--- config.mk ---
export PLATFORM = sky130hd
export DESIGN_NAME = cmp_window_stats_flat
export DESIGN_NICKNAME = d
export VERILOG_FILES = /design/src/rtl/cmp_window_stats_if.sv /design/src/rtl/cmp_window_stats.sv /design/src/flat_wrapper.sv
export SDC_FILE = /design/constraint.sdc
export NUM_CORES = 1
export LEC_CHECK = 0
export ABC_AREA = 1
export BUFFER_PORTS_ARGS = -buffer_cell sky130_fd_sc_hd__buf_2
export CORE_ASPECT_RATIO = 0.7
export CORE_MARGIN = 2
export CORE_UTILIZATION = 30
export DETAILED_ROUTE_END_ITERATION = 6
export PLACE_DENSITY = 0.57
export SYNTH_ARGS = -nofsm -noshare
export SYNTH_HDL_FRONTEND = slang
export SYNTH_SLANG_ARGS = --single-unit
--- constraint.sdc ---
create_clock -name clk -period 1.9 [get_ports clk]
set_clock_uncertainty 0.05 [all_clocks]
set_input_delay 0.285 -clock clk [delete_from_list [all_inputs] [get_ports clk]]
set_output_delay 0.285 -clock clk [all_outputs]
set_load 0.005 [all_outputs]
--- src/rtl/cmp_window_stats_if.sv ---
// Stream interface for cmp_window_stats: an operand pair with the external
// comparator's flags on the input side, and a per-window result record on the
// output side. Both sides use a valid/ready handshake.
interface cmp_window_stats_if #(
    parameter int WIDTH = 4,
    parameter int CNT_W = 4
);
    // Sample side
    logic             in_valid;
    logic             in_ready;
    logic [WIDTH-1:0] a;
    logic [WIDTH-1:0] b;
    logic             aeqb;
    logic             agtb;
    logic             altb;

    // Record side
    logic             out_valid;
    logic             out_ready;
    logic [CNT_W-1:0] eq_cnt;
    logic [CNT_W-1:0] gt_cnt;
    logic [CNT_W-1:0] lt_cnt;
    logic [WIDTH-1:0] max_val;
    logic [WIDTH-1:0] min_val;
    logic             flag_err;

    // Producer of samples and consumer of records
    modport master (
        output in_valid, a, b, aeqb, agtb, altb, out_ready,
        input  in_ready, out_valid, eq_cnt, gt_cnt, lt_cnt,
               max_val, min_val, flag_err
    );

    // The statistics block itself
    modport slave (
        input  in_valid, a, b, aeqb, agtb, altb, out_ready,
        output in_ready, out_valid, eq_cnt, gt_cnt, lt_cnt,
               max_val, min_val, flag_err
    );
endinterface

--- src/rtl/cmp_window_stats.sv ---
// Window statistics for a 4-bit magnitude comparator stream.
// Counts eq/gt/lt outcomes over WINDOW accepted samples, tracks the unsigned
// max/min of every operand seen, and flags any sample whose comparator flags
// disagree with a local compare. A record is offered at the end of each window
// and held until the consumer takes it.
module cmp_window_stats #(
    parameter int WIDTH  = 4,
    parameter int WINDOW = 8,
    parameter int CNT_W  = 4
) (
    input  logic               clk,
    input  logic               rst_n,
    input  logic               clear,
    cmp_window_stats_if.slave  bus
);
    localparam logic [0:0] ACC  = 1'b0;
    localparam logic [0:0] HOLD = 1'b1;

    // Index of the final sample in a window (counter value before its accept)
    localparam logic [CNT_W-1:0] LAST_IDX = CNT_W'(WINDOW - 1);
    localparam logic [CNT_W-1:0] ONE      = CNT_W'(1);
    localparam logic [WIDTH-1:0] ALL_ONES = {WIDTH{1'b1}};

    logic [0:0]       state_reg, state_next;
    logic [CNT_W-1:0] count_reg, count_next;
    logic [CNT_W-1:0] eq_reg, eq_next;
    logic [CNT_W-1:0] gt_reg, gt_next;
    logic [CNT_W-1:0] lt_reg, lt_next;
    logic [WIDTH-1:0] max_reg, max_next;
    logic [WIDTH-1:0] min_reg, min_next;
    logic             err_reg, err_next;

    logic [2:0]       truth;
    logic [2:0]       flags;
    logic             flags_ok;
    logic [WIDTH-1:0] hi_ab;
    logic [WIDTH-1:0] lo_ab;

    // Local reference compare and the larger/smaller operand of this pair
    always_comb begin
        truth    = {bus.a == bus.b, bus.a > bus.b, bus.a < bus.b};
        flags    = {bus.aeqb, bus.agtb, bus.altb};
        flags_ok = (flags == truth);
        hi_ab    = (bus.a > bus.b) ? bus.a : bus.b;
        lo_ab    = (bus.a < bus.b) ? bus.a : bus.b;
    end

    // Next-state: clear beats everything, then accumulate in ACC or drain in HOLD
    always_comb begin
        state_next = state_reg;
        count_next = count_reg;
        eq_next    = eq_reg;
        gt_next    = gt_reg;
        lt_next    = lt_reg;
        max_next   = max_reg;
        min_next   = min_reg;
        err_next   = err_reg;

        if (clear || (state_reg == HOLD && bus.out_ready)) begin
            // Abort or completed transfer: start an empty window
            state_next = ACC;
            count_next = '0;
            eq_next    = '0;
            gt_next    = '0;
            lt_next    = '0;
            max_next   = '0;
            min_next   = ALL_ONES;
            err_next   = 1'b0;
        end else if (state_reg == ACC && bus.in_valid) begin
            // A bad flag triple is not counted but still consumes a window slot
            if (flags_ok) begin
                if (truth[2]) begin
                    eq_next = eq_reg + ONE;
                end else if (truth[1]) begin
                    gt_next = gt_reg + ONE;
                end else begin
                    lt_next = lt_reg + ONE;
                end
            end else begin
                err_next = 1'b1;
            end
            max_next   = (hi_ab > max_reg) ? hi_ab : max_reg;
            min_next   = (lo_ab < min_reg) ? lo_ab : min_reg;
            count_next = count_reg + ONE;
            if (count_reg == LAST_IDX) begin
                state_next = HOLD;
            end
        end
    end

    // State and statistics registers, asynchronously reset to an empty window
    always_ff @(posedge clk or negedge rst_n) begin
        if (!rst_n) begin
            state_reg <= ACC;
            count_reg <= '0;
            eq_reg    <= '0;
            gt_reg    <= '0;
            lt_reg    <= '0;
            max_reg   <= '0;
            min_reg   <= ALL_ONES;
            err_reg   <= 1'b0;
        end else begin
            state_reg <= state_next;
            count_reg <= count_next;
            eq_reg    <= eq_next;
            gt_reg    <= gt_next;
            lt_reg    <= lt_next;
            max_reg   <= max_next;
            min_reg   <= min_next;
            err_reg   <= err_next;
        end
    end

    // Handshakes decode straight from state so reset takes effect without a clock
    always_comb begin
        bus.in_ready  = (state_reg == ACC);
        bus.out_valid = (state_reg == HOLD);
        bus.eq_cnt    = eq_reg;
        bus.gt_cnt    = gt_reg;
        bus.lt_cnt    = lt_reg;
        bus.max_val   = max_reg;
        bus.min_val   = min_reg;
        bus.flag_err  = err_reg;
    end
endmodule

--- src/flat_wrapper.sv ---
// flat-port wrapper written by rule: the top's interface ports become plain ports
module cmp_window_stats_flat 
#(
    parameter int WIDTH  = 4,
    parameter int WINDOW = 8,
    parameter int CNT_W  = 4
)
  (clk, rst_n, clear, bus_in_valid, bus_a, bus_b, bus_aeqb, bus_agtb, bus_altb, bus_out_ready, bus_in_ready, bus_out_valid, bus_eq_cnt, bus_gt_cnt, bus_lt_cnt, bus_max_val, bus_min_val, bus_flag_err);
  cmp_window_stats_if #(.WIDTH(WIDTH), .CNT_W(CNT_W)) bus_i ();
  input  logic clk;
  input  logic rst_n;
  input  logic clear;
  input wire logic [$bits(bus_i.in_valid)-1:0] bus_in_valid;
  input wire logic [$bits(bus_i.a)-1:0] bus_a;
  input wire logic [$bits(bus_i.b)-1:0] bus_b;
  input wire logic [$bits(bus_i.aeqb)-1:0] bus_aeqb;
  input wire logic [$bits(bus_i.agtb)-1:0] bus_agtb;
  input wire logic [$bits(bus_i.altb)-1:0] bus_altb;
  input wire logic [$bits(bus_i.out_ready)-1:0] bus_out_ready;
  output wire logic [$bits(bus_i.in_ready)-1:0] bus_in_ready;
  output wire logic [$bits(bus_i.out_valid)-1:0] bus_out_valid;
  output wire logic [$bits(bus_i.eq_cnt)-1:0] bus_eq_cnt;
  output wire logic [$bits(bus_i.gt_cnt)-1:0] bus_gt_cnt;
  output wire logic [$bits(bus_i.lt_cnt)-1:0] bus_lt_cnt;
  output wire logic [$bits(bus_i.max_val)-1:0] bus_max_val;
  output wire logic [$bits(bus_i.min_val)-1:0] bus_min_val;
  output wire logic [$bits(bus_i.flag_err)-1:0] bus_flag_err;
  assign bus_i.in_valid = bus_in_valid;
  assign bus_i.a = bus_a;
  assign bus_i.b = bus_b;
  assign bus_i.aeqb = bus_aeqb;
  assign bus_i.agtb = bus_agtb;
  assign bus_i.altb = bus_altb;
  assign bus_i.out_ready = bus_out_ready;
  assign bus_in_ready = bus_i.in_ready;
  assign bus_out_valid = bus_i.out_valid;
  assign bus_eq_cnt = bus_i.eq_cnt;
  assign bus_gt_cnt = bus_i.gt_cnt;
  assign bus_lt_cnt = bus_i.lt_cnt;
  assign bus_max_val = bus_i.max_val;
  assign bus_min_val = bus_i.min_val;
  assign bus_flag_err = bus_i.flag_err;
  cmp_window_stats #(.WIDTH(WIDTH), .WINDOW(WINDOW), .CNT_W(CNT_W)) u_core (.clk(clk), .rst_n(rst_n), .clear(clear), .bus(bus_i));
endmodule
## Yosys cells after proc, flatten, opt, wreduce, memory -nomap -nowiden

Cells that the tools add are included.

- Bits in registers: 26
- Input bits: 16
- Output and inout bits: 23
- Word-level logic and storage cells: 70

- Add/subtract/negate cells: 4
- Order comparisons: 4
- Eq/ne operators: 6
- Mux-type cells: 30
- Bitwise gates (word level): 1
- Reductions and logical operators: 17

Operators by type and width:

| cell | number |
|---|---|
| 4-bit 2-to-1 mux | 24 |
| 4-bit by 1-bit adder with 4-bit output, second input constant | 4 |
| 2-bit nonzero test | 7 |
| 4-bit greater-than comparator | 2 |
| 4-bit less-than comparator | 2 |
| 2-bit AND reduction | 4 |
| 4-bit AND reduction | 2 |
| 1-bit 2-to-1 mux | 6 |
| 2-bit != test, second input constant | 3 |
| 4-bit by 3-bit == test with 1-bit output, second input constant | 1 |
| 4-bit == test | 1 |
| 3-bit == test | 1 |
| 3-bit AND reduction | 1 |
| 1-bit logical AND | 2 |
| 1-bit logical OR | 1 |
| 1-bit inverter | 1 |

## Depth between registers and ports, before layout

Gate-level depths: netlist of run 1.

- Word-level depth: 6
- Mapped depth: 21
- Mapped depth without buffers: 21

## Worst setup path after synthesis of run 1

Ideal clock, no wire load.

- Path type: input to register
- Start: in bus_b[3]
- End: reg u_core.max_reg[0], in the netlist u_core.bus.max_val[0]
- Library setup time: 0.120 ns
- Data arrival time: 2.163 ns
- Data required time: 1.730 ns
- Setup slack: -0.433 ns
- Cell stages on the path: 18
- Cells stage by stage: inv_1 ha_1 a21oi_2 nand2_4 nand2_4 inv_2 nand2_1 o21ai_1 ha_1 nand2_1 inv_1 o21ai_0 nand2_1 nand3_1 inv_2 nand2_1 o211ai_1 inv_1

- Cells in the longest elaborated chain, start to end: 5
- Elaborated cells between the ends (all ways): 8
- Those cells by class: 2 x order compare; 4 x mux; 2 x reduce/logical

RTL lines:

| item | line | RTL |
|---|---|---|
| start, declared | flat_wrapper.sv:15 | `input wire logic [$bits(bus_i.b)-1:0] bus_b;` |
| 4-bit greater-than comparator | cmp_window_stats.sv:44 | `hi_ab = (bus.a > bus.b) ? bus.a : bus.b;` |
| 4-bit 2-to-1 mux * | cmp_window_stats.sv:44 |  |
| 4-bit greater-than comparator / 4-bit 2-to-1 mux (equally long branches) | cmp_window_stats.sv:82 | `max_next = (hi_ab > max_reg) ? hi_ab : max_reg;` |
| 2-bit nonzero test (no line) / 4-bit 2-to-1 mux (equally long branches) | - |  |
| 2-bit AND reduction (no line) / 4-bit 2-to-1 mux (equally long branches) | - |  |
| end signal, assigned | cmp_window_stats.sv:108 | `max_reg <= max_next;` |
| end, declared | cmp_window_stats.sv:29 | `logic [WIDTH-1:0] max_reg, max_next;` |

Every way passes the cells marked *; elsewhere a longest branch is shown, timed or not. The select of a mux whose other input is x is not followed.
A chain may end at the register's enable or synchronous reset.

## Worst setup path in the final report of run 1

Same ends and word-level chain as after synthesis.

==> run metrics, run 1 <==
CP startpoint kind input port; Design Area, Final 2570 um^2; Die Width 97.8 um; Final period util 104%; pre-CTS setup slack -519 ps; number of synthesized flops with an enable pin 0; final setup margin -85.3 ps; Placed Instance Area 2390 um^2; register bit count reported by yosys 26; top cells by instance count after synthesis nand2_1 (56), inv_1 (29), nand3_1 (25); top sig layer met3; CP endpoint kind register; total clock buffers created by CTS 3; Detailed Place HPWL 3.40 mm; Pre-antenna DRT Iters 4; failing checks negative setup slack; most frequent cell after synthesis nand2_1; Max-Slew Margin vs Limit 60.9%; DR iter-0 viols 67; GPL Wtd Cong 0.747; worst-case hold slack 347 ps; # diodes 0; cells after synthesis 239; final hold vios 0; num ports 39; largest net degree at the start of global routing 29; critical path class input port to register; maximum vdd drop 0.284 mV; Multi-input gate area 1150 um^2; Yosys warning total 0; M1 WL 2.28 mm; post-synth top area share 29.8%; register area share after synthesis 35.5%; WL final 4.25 mm; setup repair after global routing missed its margin yes; Pwr Density 677 nW/um^2; core area 5840 um^2; metal2 WL 1.82 mm; Register Area 656 um^2; global-route wire length before repair 7.65 mm; max-slew violation count 0; Power Total 1.74 mW; area grow syn2layout 39.2%; DRC Markers 0; initial antenna violation count 0; Total GRT Usage 13.5%; # placed instances 370; Worst-Margin Slew 586 ps; worst skew pair latency 270 ps; cell chain of the critical path buf_12 -> inv_12 -> ha_4 -> a21oi_4 -> nand2_4 -> nand2_4 -> inv_4 -> nand2_2 -> o21ai_2 -> ha_1 -> nand2_1 -> inv_2 -> o21ai_1 -> nand2_1 -> nand3_4 -> inv_2 -> o211ai_1 -> inv_1; Final Critical Period 1990 ps; die height 69.7 um; CP max-delay cell ha_1; via count 1709; CP required 2020 ps; max frequency 0.504 GHz; status finished, violations left; Syn Nets 271; Max clock buf depth 2; H-tree lvl count 1; # rows 23; CTS tree yes; setup TNS -293 ps; Leak Pwr 1.39 nW; asr flop ratio synth 100%; vias per inst 4.49; port bufs 38; Crit path largest cell delay 300 ps; Util after Layout 44.1%; crit path DAT 2100 ps; Layout fillers 604; # Max-Cap Violations 0; non-filler cells in the finished layout 381; Yosys cell types 32; met3 routed WL 149 um; Die ar. 6820 um^2; CP max FO 7; Final #Nets 339; Routed Antenna Nets 0; Main synth FF type dfrtp_1; final setup vio count 4; vias in the first global route 1620; post-synth top area cell dfrtp_1; HP Class input port to register; wire per inst 11.1 um; largest cells by area after synthesis dfrtp_1 (30%), nand2_1 (11%), ha_1 (11%), nand3_1 (6.8%), inv_1 (5.9%); root buf cell clkbuf_8; share of cells above drive strength 1 39.5%; grt ovf 0; initial core utilization 31.7%; Syn Area/Cell 7.74 um^2; clock sinks 26; Reg clk slew, reported paths 90 ps; cell area after synthesis 1850 um^2
## cell usage in the layout (no fill, tap or decap), types with 2 or more instances in the layout
cell type	instances
inv_1	24
o21ai_2	3
nand3_1	24
dfstp_2	4
xor2_1	4
xnor2_1	2
nand4_1	3
inv_4	2
buf_2	35
nand3_4	4
nand2_1	50
buf_4	27
dfrtp_1	22
buf_6	2
or2_2	4
nand2_2	8
clkbuf_8	3
ha_4	4
a21oi_1	7
nor2_1	19
ha_1	12
inv_2	7
o21ai_1	5
buf_12	2
nand2_4	6
o21ai_0	7
## layout make-up
| class | count | share of cell area, % |
|---|---|---|
| Clock inverter | 1 | 1.17 |
| Timing Repair Buffer | 67 | 17.5 |
| Multi-Input combinational cell | 173 | 44.5 |
| Inverter | 36 | 6.12 |
| Sequential cell | 26 | 25.5 |
| Clock buffer | 3 | 1.60 |
| Tap cell | 75 | 3.64 |
## worst max-delay path, delay by kind of cell
kind	cells	cell delay [ps]
compound gates	4	450
fa+ha+maj	2	550
buf+inv	6	310
simple gates	6	510
## where the power goes
| group | switching, mW | total (mW) | internal, mW |
|---|---|---|---|
| Sequential | 0.0429 | 0.659 | 0.616 |
| Clock | 0.175 | 0.457 | 0.282 |
| Combinational | 0.342 | 0.628 | 0.286 |
## repair_timing
action	4_1_cts	5_1_grt
pin swaps	13	5
hold buffers	1	0
setup buffers	5	1
endpoints found under the hold margin	22	0
gates resized for setup	14	5
setup endpoints to repair	8	8
## cells by family after synthesis
family	after synthesis	share of synthesized area [%]
buffers and inverters	40	8.32
XOR/XNOR	6	2.84
AO/OA/AOI/OAI	26	7.71
flip-flops	26	35.5
AND/OR/NAND/NOR	125	34.8
adder cells (fa/ha/maj)	16	10.8
## metal layers
layer,track usage (%),vias up
met1,20.5,784
met5,0,-
met4,0.463,0
met2,20.2,21
met3,3.53,0
li1,-,904
## path summary, 6_finish.rpt
kind / start / slack [ps] / to / cells past startpoint
worst max-delay path: bus_b[3] / -90 / u_core.bus.max_val[0] / 18
worst min-delay path: bus_in_valid / 350 / u_core.bus.out_valid / 5
worst max register to register: u_core.bus.min_val[3] / 220 / u_core.bus.min_val[2] / 7
worst min register to register: u_core.count_reg[3] / 420 / u_core.count_reg[3] / 1
max in group asynchronous: rst_n / 910 / u_core.count_reg[1] / 2
min in group asynchronous: rst_n / 500 / u_core.bus.max_val[3] / 2
Power figures use the tool's default switching activity.
==> inputs of run 2 (changes only) <==
--- a/config.mk
+++ b/config.mk
@@ -6,7 +6,7 @@
 export NUM_CORES = 1
 export LEC_CHECK = 0
 export ABC_AREA = 1
-export BUFFER_PORTS_ARGS = -buffer_cell sky130_fd_sc_hd__buf_2
+export BUFFER_PORTS_ARGS = -buffer_cell sky130_fd_sc_hd__clkbuf_2
 export CORE_ASPECT_RATIO = 0.7
 export CORE_MARGIN = 2
 export CORE_UTILIZATION = 30
==> run metrics, run 2 (same netlist as run 1, synthesis figures left out) <==
status finished, violations left; failing checks negative hold slack, negative setup slack; Final period util 106% (+1.1 points); H-tree lvl count 1 (unchanged); DR iter-0 viols 41 (-39%); root buf cell clkbuf_8; area grow syn2layout 41.9%; max frequency 0.498 GHz (-1.1%); CP endpoint kind register; final setup vio count 8 (+4); num ports 39 (unchanged); Register Area 656 um^2 (unchanged); port bufs 38 (unchanged); vias in the first global route 1717 (+6.0%); via count 1724 (+0.88%); Placed Instance Area 2390 um^2 (unchanged); global-route wire length before repair 7.91 mm (+3.4%); maximum vdd drop 0.272 mV (-4.1%); Max-Slew Margin vs Limit 55.9% (-5.0 points); Die ar. 6820 um^2 (unchanged); final setup margin -107 ps (-21.4 ps); worst-case hold slack -23.0 ps (-370 ps); Final #Nets 342 (+0.88%); total clock buffers created by CTS 3 (unchanged); setup repair after global routing missed its margin yes; CP max FO 7 (unchanged); CP required 2020 ps (about the same); worst skew pair latency 270 ps (about the same); Leak Pwr 1.41 nW (+0.83%); Pre-antenna DRT Iters 4 (unchanged); clock sinks 26 (unchanged); Routed Antenna Nets 0 (unchanged); R2R cell count 7 (unchanged); Pwr Density 647 nW/um^2 (-4.4%); cts-stage hold buffer count 0 (-1); most frequent cells in the layout nand2_1 (51), clkbuf_2 (36), buf_4 (31); # diodes 0 (unchanged); share of cells above drive strength 1 41.4% (+1.9 points); WL final 4.39 mm (+3.5%); # Max-Cap Violations 0 (unchanged); GPL Wtd Cong 0.771 (+3.1%); Reg clk slew, reported paths 90 ps (about the same); Worst-Margin Slew 661 ps (+74.8 ps); initial core utilization 31.7% (unchanged); initial antenna violation count 0 (unchanged); Design Area, Final 2620 um^2 (+1.9%); grt ovf 0 (unchanged); # rows 23 (unchanged); core area 5840 um^2 (unchanged); vias per inst 4.49 (about the same); DRC Markers 0 (unchanged); Util after Layout 44.9% (+0.84 points); commonest non-fill, non-tap cell in the layout nand2_1; Die Width 97.8 um (unchanged); critical path class input port to register; CTS tree yes; Multi-input gate area 1190 um^2 (+3.6%); crit path DAT 2120 ps (+20 ps); Total GRT Usage 13.9% (+0.36 points); Layout fillers 598 (-0.99%); setup TNS -488 ps (-195 ps); final hold vios 22 (+22); Max clock buf depth 2 (unchanged); HP Class input port to asynchronous set/reset pin; largest net degree at the start of global routing 28 (-3.4%); CP startpoint kind input port; max-slew violation count 0 (unchanged); die height 69.7 um (unchanged); Final Critical Period 2010 ps (+21.4 ps); Detailed Place HPWL 3.33 mm (-1.9%); wire per inst 11.4 um (+2.7%)
## run 2: cell count changes in the layout (fill, tap and decap cells not counted), moves of 2 or more
cell / change
clkbuf_2: +36
clkbuf_8: +2
ha_1: -2
buf_4: +4
o21ai_1: +2
nand2_2: -2
o21ai_0: -3
buf_6: -2
buf_2: -35
## run 2: final cells by class
cell class                 instances  area share [%]
tap                               75            3.58
multi-input combinational        173            45.3
clock buffer                       4            2.10
sequential                        26            25.0
timing repair buffer              70            18.0
inverter                          36            6.10
## run 2: worst paths after layout
check | from | to | slack, ps
min in group clk | clear | u_core.bus.lt_cnt[1] | 220
worst max-delay path | bus_b[3] | u_core.bus.max_val[0] | -110
max in group asynchronous | rst_n | u_core.count_reg[0] | 1390
worst min-delay path | rst_n | u_core.bus.max_val[3] | -20
worst min register to register | u_core.count_reg[3] | u_core.count_reg[3] | 430
worst max register to register | u_core.bus.min_val[3] | u_core.bus.min_val[3] | 240
## run 2: stage by stage
stage	hold slack (ps)	setup slack [ps]	instances	power, mW
final	-23.0	-107	384	1.70
after global placement	296	-470	370	1.24
after CTS	3.96	-76.3	382	1.66
after global routing	24.9	-280	384	1.82
after detailed placement	305	-509	370	1.25
after floorplan	-60.6	-261	239	1.02
## run 2: power by group
part	switching, mW	internal [mW]	total, mW
Sequential	0.0447	0.616	0.661
Clock	0.174	0.185	0.359
Combinational	0.367	0.311	0.678
Total	0.586	1.11	1.70
## run 2: what timing repair did
action / 4_1_cts / 5_1_grt
endpoints found under the setup margin: 8 / 8
pin swaps: 14 / 7
resized for setup: 16 / 10
endpoints found under the hold margin: 0 / 0
buffers inserted: 8 / 2
## run 2: worst max-delay path: stages
cell and delay (ps):
clkbuf_16 120, inv_12 30, ha_4 280, nand2_4 70, inv_2 60, nand2_4 50, nand2_4 80, nand2_8 70
nand2_2 60, o21ai_2 60, ha_1 290, inv_1 60, nor2_1 30, o21ai_1 110, nand2_1 110, nand3_4 110
inv_2 40, o211ai_1 140, inv_1 50
## run 2: routing by layer
metal / share of wire, % / routed length [um] / track usage [%] / vias up
li1: - / - / - / 907
met2: 46 / 2000 / 22.2 / 34
met3: 5.0 / 218 / 3.83 / 2
met1: 49 / 2170 / 19.5 / 781
met5: 0 / 0 / 0 / -
met4: 0.091 / 4 / 0.926 / 0
